## src/rtl/pcpu_sb_pkg.sv

```systemverilog
// Shared definitions for the pcpu store buffer.
// Holds the FSM state encoding, the default data/address widths and the
// reference layout of one buffer entry at those default widths.
package pcpu_sb_pkg;

    localparam int SB_DATA_W_DEF = 16;
    localparam int SB_ADDR_W_DEF = 8;

    // Control FSM: idle, writing the head entry, reading memory for a
    // load miss, and the single cycle that presents the load result.
    typedef enum logic [1:0] {
        S_IDLE  = 2'd0,
        S_DRAIN = 2'd1,
        S_LOAD  = 2'd2,
        S_RESP  = 2'd3
    } sb_state_e;

    // One buffer entry at the default widths. The top keeps the three fields
    // as separate parameterised arrays so that other widths work too.
    typedef struct packed {
        logic                     valid;
        logic [SB_ADDR_W_DEF-1:0] addr;
        logic [SB_DATA_W_DEF-1:0] data;
    } sb_entry_t;

endpackage

```

## src/rtl/pcpu_sb_match.sv

```systemverilog
// Address compare across all store-buffer entries.
// Ports:
//   addr_i      address being looked up
//   valid_i     per-entry valid mask
//   drain_i     per-entry "currently draining" mask (excluded from hit_o)
//   ent_addr_i  per-entry address, ent_data_i per-entry data
//   head_i      index of the oldest entry (used to rank entry age)
//   hit_o       some valid, non-draining entry matches
//   hit_idx_o   index of the youngest such entry, hit_data_o its data
//   drain_hit_o the draining entry matches
module pcpu_sb_match
    import pcpu_sb_pkg::*;
#(
    parameter int DATA_W = SB_DATA_W_DEF,
    parameter int ADDR_W = SB_ADDR_W_DEF,
    parameter int DEPTH  = 4,
    parameter int IDX_W  = $clog2(DEPTH)
) (
    input  logic [ADDR_W-1:0]             addr_i,
    input  logic [DEPTH-1:0]              valid_i,
    input  logic [DEPTH-1:0]              drain_i,
    input  logic [DEPTH-1:0][ADDR_W-1:0]  ent_addr_i,
    input  logic [DEPTH-1:0][DATA_W-1:0]  ent_data_i,
    input  logic [IDX_W-1:0]              head_i,
    output logic                          hit_o,
    output logic [IDX_W-1:0]              hit_idx_o,
    output logic [DATA_W-1:0]             hit_data_o,
    output logic                          drain_hit_o
);

    logic [IDX_W-1:0] age_s;
    logic [IDX_W-1:0] best_age_s;

    // Youngest-match search: age is the distance from the head, larger is younger.
    always_comb begin
        hit_o       = 1'b0;
        hit_idx_o   = '0;
        best_age_s  = '0;
        age_s       = '0;
        drain_hit_o = 1'b0;
        for (int i = 0; i < DEPTH; i++) begin
            age_s = IDX_W'(i) - head_i;
            if (valid_i[i] && (ent_addr_i[i] == addr_i)) begin
                if (drain_i[i]) begin
                    drain_hit_o = 1'b1;
                end else if (!hit_o || (age_s > best_age_s)) begin
                    hit_o      = 1'b1;
                    hit_idx_o  = IDX_W'(i);
                    best_age_s = age_s;
                end else begin
                    hit_o = hit_o;
                end
            end else begin
                hit_o = hit_o;
            end
        end
        hit_data_o = ent_data_i[hit_idx_o];
    end

endmodule

```

## src/rtl/pcpu_store_buffer.sv

```systemverilog
// Write-combining store buffer between the CPU data-memory stage and a
// req/ack memory port. Stores are queued (coalescing same-address stores),
// loads are forwarded from the buffer or read from memory, and the buffer
// drains in the background or on flush.
// Ports:
//   clock, reset (async, active low), enable (gates new CPU requests)
//   d_addr/d_dataout/d_we/d_re  CPU request; d_datain/d_rvalid load result
//   stall       combinational hold for the CPU
//   flush       force draining; flush_done = empty and idle
//   m_req/m_wr/m_addr/m_wdata   registered memory request, held until m_ack
//   m_ack/m_rdata               memory completion and read data
module pcpu_store_buffer
    import pcpu_sb_pkg::*;
#(
    parameter int DATA_W       = SB_DATA_W_DEF,
    parameter int ADDR_W       = SB_ADDR_W_DEF,
    parameter int DEPTH        = 4,
    parameter int DRAIN_THRESH = 1
) (
    input  logic              clock,
    input  logic              reset,
    input  logic              enable,
    input  logic [ADDR_W-1:0] d_addr,
    input  logic [DATA_W-1:0] d_dataout,
    input  logic              d_we,
    input  logic              d_re,
    output logic [DATA_W-1:0] d_datain,
    output logic              d_rvalid,
    output logic              stall,
    input  logic              flush,
    output logic              flush_done,
    output logic              m_req,
    output logic              m_wr,
    output logic [ADDR_W-1:0] m_addr,
    output logic [DATA_W-1:0] m_wdata,
    input  logic              m_ack,
    input  logic [DATA_W-1:0] m_rdata
);

    localparam int IDX_W = $clog2(DEPTH);
    localparam int CNT_W = $clog2(DEPTH + 1);

    sb_state_e                  state_q, state_d;
    logic [IDX_W-1:0]           head_q, head_d, tail_q, tail_d;
    logic [CNT_W-1:0]           count_q, count_d;
    logic [DEPTH-1:0]           valid_q, valid_d;
    logic [DEPTH-1:0][ADDR_W-1:0] addr_q, addr_d;
    logic [DEPTH-1:0][DATA_W-1:0] data_q, data_d;
    logic                       m_req_q, m_req_d, m_wr_q, m_wr_d;
    logic [ADDR_W-1:0]          m_addr_q, m_addr_d;
    logic [DATA_W-1:0]          m_wdata_q, m_wdata_d, d_datain_q, d_datain_d;
    logic                       d_rvalid_q, d_rvalid_d;

    logic [DEPTH-1:0]  drain_mask_s;
    logic              hit_s, drain_hit_s, ld_hit_s;
    logic [IDX_W-1:0]  hit_idx_s;
    logic [DATA_W-1:0] hit_data_s, ld_data_s, head_wdata_s;
    logic              full_s, load_act_s, ld_stall_s, st_try_s, st_full_s;
    logic              coalesce_s, push_s, pop_s, drain_go_s;

    assign drain_mask_s = (state_q == S_DRAIN) ?
                          ({{(DEPTH-1){1'b0}}, 1'b1} << head_q) : {DEPTH{1'b0}};

    pcpu_sb_match #(
        .DATA_W (DATA_W),
        .ADDR_W (ADDR_W),
        .DEPTH  (DEPTH),
        .IDX_W  (IDX_W)
    ) u_match (
        .addr_i      (d_addr),
        .valid_i     (valid_q),
        .drain_i     (drain_mask_s),
        .ent_addr_i  (addr_q),
        .ent_data_i  (data_q),
        .head_i      (head_q),
        .hit_o       (hit_s),
        .hit_idx_o   (hit_idx_s),
        .hit_data_o  (hit_data_s),
        .drain_hit_o (drain_hit_s)
    );

    // The draining head only serves a load when nothing younger matches.
    assign ld_hit_s  = hit_s | drain_hit_s;
    assign ld_data_s = hit_s ? hit_data_s : data_q[head_q];
    assign full_s    = (count_q == CNT_W'(DEPTH));

    // In S_RESP the held d_re has already been answered and is not looked at again.
    assign load_act_s = enable & d_re & (state_q != S_RESP);
    // A load combined with a store always goes through S_RESP so the store
    // sees one clean stall-free cycle once the load is answered.
    assign ld_stall_s = load_act_s & (~ld_hit_s | d_we | (state_q == S_LOAD));
    assign st_try_s   = enable & d_we & ~load_act_s;
    // Full is judged on the registered count: a pop in the same cycle does not free a slot yet.
    assign st_full_s  = st_try_s & ~hit_s & full_s;
    assign coalesce_s = st_try_s & hit_s;
    assign push_s     = st_try_s & ~hit_s & ~full_s;
    assign pop_s      = (state_q == S_DRAIN) & m_ack;
    assign drain_go_s = enable & (count_q != '0) &
                        ((count_q >= CNT_W'(DRAIN_THRESH)) | flush);
    // A store coalescing into the head while its drain starts must reach memory.
    assign head_wdata_s = (coalesce_s && (hit_idx_s == head_q)) ? d_dataout : data_q[head_q];

    assign stall      = reset & (ld_stall_s | st_full_s);
    assign flush_done = (count_q == '0) && (state_q == S_IDLE);
    assign d_datain   = d_datain_q;
    assign d_rvalid   = d_rvalid_q;
    assign m_req      = m_req_q;
    assign m_wr       = m_wr_q;
    assign m_addr     = m_addr_q;
    assign m_wdata    = m_wdata_q;

    // Entry storage, pointers and occupancy.
    always_comb begin
        valid_d = valid_q;
        addr_d  = addr_q;
        data_d  = data_q;
        head_d  = head_q;
        tail_d  = tail_q;
        if (coalesce_s) begin
            data_d[hit_idx_s] = d_dataout;
        end else if (push_s) begin
            valid_d[tail_q] = 1'b1;
            addr_d[tail_q]  = d_addr;
            data_d[tail_q]  = d_dataout;
            tail_d          = tail_q + IDX_W'(1);
        end else begin
            tail_d = tail_q;
        end
        if (pop_s) begin
            valid_d[head_q] = 1'b0;
            head_d          = head_q + IDX_W'(1);
        end else begin
            head_d = head_q;
        end
        count_d = count_q + CNT_W'(push_s) - CNT_W'(pop_s);
    end

    // Control FSM and the registered CPU/memory-side outputs.
    always_comb begin
        state_d    = state_q;
        m_req_d    = m_req_q;
        m_wr_d     = m_wr_q;
        m_addr_d   = m_addr_q;
        m_wdata_d  = m_wdata_q;
        d_datain_d = d_datain_q;
        d_rvalid_d = 1'b0;
        case (state_q)
            S_IDLE: begin
                if (load_act_s && !ld_hit_s) begin
                    state_d  = S_LOAD;
                    m_req_d  = 1'b1;
                    m_wr_d   = 1'b0;
                    m_addr_d = d_addr;
                end else if (load_act_s && d_we) begin
                    state_d    = S_RESP;
                    d_datain_d = ld_data_s;
                    d_rvalid_d = 1'b1;
                end else begin
                    if (load_act_s) begin
                        d_datain_d = ld_data_s;
                        d_rvalid_d = 1'b1;
                    end else begin
                        d_rvalid_d = 1'b0;
                    end
                    if (drain_go_s) begin
                        state_d   = S_DRAIN;
                        m_req_d   = 1'b1;
                        m_wr_d    = 1'b1;
                        m_addr_d  = addr_q[head_q];
                        m_wdata_d = head_wdata_s;
                    end else begin
                        state_d = S_IDLE;
                    end
                end
            end
            S_DRAIN: begin
                if (load_act_s && ld_hit_s && !d_we) begin
                    d_datain_d = ld_data_s;
                    d_rvalid_d = 1'b1;
                end else begin
                    d_rvalid_d = 1'b0;
                end
                if (m_ack) begin
                    state_d = S_IDLE;
                    m_req_d = 1'b0;
                    m_wr_d  = 1'b0;
                end else begin
                    state_d = S_DRAIN;
                end
            end
            S_LOAD: begin
                if (m_ack) begin
                    state_d    = S_RESP;
                    m_req_d    = 1'b0;
                    d_datain_d = m_rdata;
                    d_rvalid_d = 1'b1;
                end else begin
                    state_d = S_LOAD;
                end
            end
            S_RESP: begin
                state_d = S_IDLE;
            end
            default: begin
                state_d = S_IDLE;
                m_req_d = 1'b0;
                m_wr_d  = 1'b0;
            end
        endcase
    end

    // State registers; reset abandons any transaction and empties the buffer.
    always_ff @(posedge clock or negedge reset) begin
        if (!reset) begin
            state_q    <= S_IDLE;
            head_q     <= '0;
            tail_q     <= '0;
            count_q    <= '0;
            valid_q    <= '0;
            addr_q     <= '0;
            data_q     <= '0;
            m_req_q    <= 1'b0;
            m_wr_q     <= 1'b0;
            m_addr_q   <= '0;
            m_wdata_q  <= '0;
            d_datain_q <= '0;
            d_rvalid_q <= 1'b0;
        end else begin
            state_q    <= state_d;
            head_q     <= head_d;
            tail_q     <= tail_d;
            count_q    <= count_d;
            valid_q    <= valid_d;
            addr_q     <= addr_d;
            data_q     <= data_d;
            m_req_q    <= m_req_d;
            m_wr_q     <= m_wr_d;
            m_addr_q   <= m_addr_d;
            m_wdata_q  <= m_wdata_d;
            d_datain_q <= d_datain_d;
            d_rvalid_q <= d_rvalid_d;
        end
    end

endmodule

```

## config.mk

```make
export PLATFORM = sky130hd
export DESIGN_NAME = pcpu_store_buffer
export DESIGN_NICKNAME = d
export VERILOG_FILES = /design/src/rtl/pcpu_sb_pkg.sv /design/src/rtl/pcpu_sb_match.sv /design/src/rtl/pcpu_store_buffer.sv
export SDC_FILE = /design/constraint.sdc
export NUM_CORES = 1
export LEC_CHECK = 0
export CAP_MARGIN = 25
export CORE_MARGIN = 4
export CORE_UTILIZATION = 38
export CTS_BUF_LIST = sky130_fd_sc_hd__clkbuf_16
export DETAILED_ROUTE_END_ITERATION = 6
export GPL_ROUTABILITY_DRIVEN = 0
export SLEW_MARGIN = 20
export SYNTH_ARGS = -nofsm -noshare
export SYNTH_HDL_FRONTEND = slang
export SYNTH_SLANG_ARGS = --single-unit
```

## constraint.sdc

```tcl
create_clock -name clock -period 7.75 [get_ports clock]
set_input_delay 1.55 -clock clock [delete_from_list [all_inputs] [get_ports clock]]
set_output_delay 1.55 -clock clock [all_outputs]
set_load 0.02 [all_outputs]
```

==> results.md <==
* Clk_skew at a little under 20 ps
* Via Count at slightly above 7000
* Leakage at approximately 4.7 nW
* Largest cells by area after synthesis: dfrtp_1 (41%), mux2i_1 (8.2%), mux4_2 (5.8%)
* 1st-iter DRT viols at ~660
* Ys async rst share at 100%
* Hold path depth at 2
* Crit end category: register
* Initial antenna violation count at 0
* Vias in the first global route at roughly 7300
* Hold Path Sink: data_q[55]
* TritonCTS clock tree: yes
* Clock sink count at about 150
* Clock buffer depth at 2
* First-pass GRT wire length at approximately 43000 µm
* Top cell type's share of synthesized area at between 40 and 50%
* Seq/Total Area, Yosys at between 40% and 50%
* Least-Margin Pin Slew at between 900 and 1000 ps
* Residual DRC at 0
* Post-Syn Instances at between 900 and 1000
* Post-route setup slack at approximately 870 ps
* Final Util at a little under half
* Worst endpoint required time at 8100 ps
* Area grow syn2layout at 17.9%
* Worst vdd ir at ~0.19 mV
* Synth Register Bits at roughly 150
* Max_slew headroom at 36.1%
* Hold Path Class: reg2reg
* Crit path kind: in2reg
* Main flop type after synthesis: dfrtp_1
* Count leader, synth: dfrtp_1
* Dpl cell area at approximately 10000 µm²
* Syn nets at 995
* Setup Buffers After CTS at 0
* RSZ-0062 raised after global routing: no
* Drt first pass iters at 7
* IO Port Bufs at approximately 90
* Reg2reg start: head_q[1]
* Final WL at between 20000 and 30000 µm
* Starting density of the core at 38.4%
* Count of cell types in the netlist at between 70 and 80
* Setup violators final at 0
* Avg WL per Cell at slightly above 20 µm
* Total gr overflow at 0
* CTS H-tree depth at 4
* Fillers at roughly 2300
* Synthesized area per cell at roughly 10 µm²
* Overall global routing resource usage at 20.2%
* Total negative setup slack at 0 ps
* Post-Place Worst Slack at 501 ps
* Number of synthesized flops with an enable pin at 0
* Worst r2r dst: data_q[10]
* Post-synthesis cell area at ~9300 µm²
* Die Width at approximately 160 µm
* Commonest cells post-synth: dfrtp_1 (152), nand2_1 (132), inv_1 (81)
* Num CTS Buffers at 17
* Root Buffer: clkbuf_16
* CP Launch Type: input port
* Max cap viols at 0
* Core Rows at 57
* WHS at about 510 ps
* Worst-case reg-to-reg path depth at 20
* Largest net degree at the start of global routing at between 90 and 100
* Fin. max-slew vios at 0
* Worst-path fanout max at 9
* IO Count at roughly 90
* Cell area after layout at around 11000 µm²
* DPL Wire Length at roughly 17000 µm
* Final period util at between 80% and 90%
* CTS resizes at 0
* Post-route ant nets at 0
* Data arrival time of the critical path at between 7000 and 8000 ps
* Flop-to-flop setup slack at about 1600 ps
* Status: complete, no violations
* Die height at 165 µm
* N_diodes at 0
* Core Region at around 24000 µm²
* DIE AREA at roughly 27000 µm²
* Leading area contributor after synthesis: dfrtp_1
* Power Density at 404 nW/µm²
* YS warnings at 0
* FMAX at ~150 MHz
* Drt via density at around 5.4
* NumNets Final at around 1100
* Worst hold start: data_q[55]
* Clk slew on worst S/H paths at around 70 ps
* Skew-Pair Late Insertion Delay at 440 ps
* Share of cells above drive strength 1 at between 10 and 15%
* Hold Vio Cnt, Final at 0
* Tmin final at between 6000 and 7000 ps
* Hold Buf Count CTS at 0
==> stage by stage <==
stage	std cells	power [W]
final	1331	0.00444
after global routing	1331	0.00475
after CTS	1330	0.00446
after detailed placement	1298	0.00361
after global placement	1297	0.00357
after floorplan	927	0.00292
==> flip-flops by register name (all words and copies together), names as in the netlist <==
name and count:
state_q 2, tail_q 2, m_addr 8, m_wdata 16, head_q 2, m_wr 1
data_q 64, m_req 1, valid_q 4, d_rvalid 1, d_datain 16, count_q 3
addr_q 32
==> layer usage <==
layer | routed length (µm) | global-route usage, %
met3 | 1750 | 3.82
met5 | 0 | 0
met4 | 383 | 5.26
met2 | 12700 | 32.6
met1 | 12000 | 28.1
==> where the power goes <==
part	switching [W]	total (W)	internal, W
logic	0.00116	0.00212	0.000960
clock network	0.000379	0.000835	0.000456
registers	0.000324	0.00148	0.00116
==> cell families after synthesis <==
kind of cell	share of synthesized area, %
adders and majority gates	2.90
muxes	17.5
AOI/OAI and AO/OA	14.6
buffers and inverters	7.30
xor gates and xnor gates	3.61
and+or+nand+nor	13.3
DFF	40.8
==> worst max-delay path, cell delays in order <==
cell and delay [ps]:
clkdlybuf4s50_1 630, xor2_1 280, nor3_1 320, and3_4 270, a21boi_2 240, a21oi_1 130
ha_1 350, nor2b_1 170, o21ai_0 210, a21oi_1 530, mux2_2 410, ha_1 290
a21oi_1 60, a21oi_1 400, nand2_1 170, o211ai_4 140, o31a_1 530, buf_4 320
mux2i_1 210
==> layout by cell type, fill, tap and decap left out, types with 16 or more instances in the layout <==
cell | synthesis | layout
nor2_1 | 44 | 44
inv_1 | 81 | 81
clkbuf_16 | 0 | 17
clkdlybuf4s50_1 | 0 | 90
o21ai_1 | 23 | 23
mux2i_1 | 76 | 76
a31oi_1 | 16 | 16
mux2_2 | 29 | 29
nand2_1 | 132 | 132
o21ai_0 | 29 | 29
ha_1 | 20 | 20
xnor2_1 | 19 | 19
dfrtp_1 | 152 | 150
a21oi_1 | 38 | 38
mux4_2 | 24 | 24
nand3_1 | 22 | 22
buf_4 | 7 | 17
==> how the worst max path moves through the flow <==
stage               from          to
4_1_cts        d_addr[2]  data_q[10]
6_report       d_addr[2]  data_q[10]
3_5_place_dp   d_addr[2]   data_q[7]
2_1_floorplan  d_addr[4]  data_q[38]
5_1_grt        d_addr[7]  data_q[10]
3_3_place_gp   d_addr[2]  data_q[13]
==> cell type report <==
| class | instances | area, µm² | share of cell area (%) |
|---|---|---|---|
| clock buffer | 17 | 425 | 3.87 |
| tap | 324 | 405 | 3.69 |
| clock inverter | 15 | 156 | 1.42 |
| timing repair buffer | 108 | 1040 | 9.46 |
| sequential | 152 | 3810 | 34.6 |
| inverter | 82 | 308 | 2.80 |
| multi-input combinational | 633 | 4840 | 44.1 |
No activity file was read; power rests on OpenSTA's default activity.
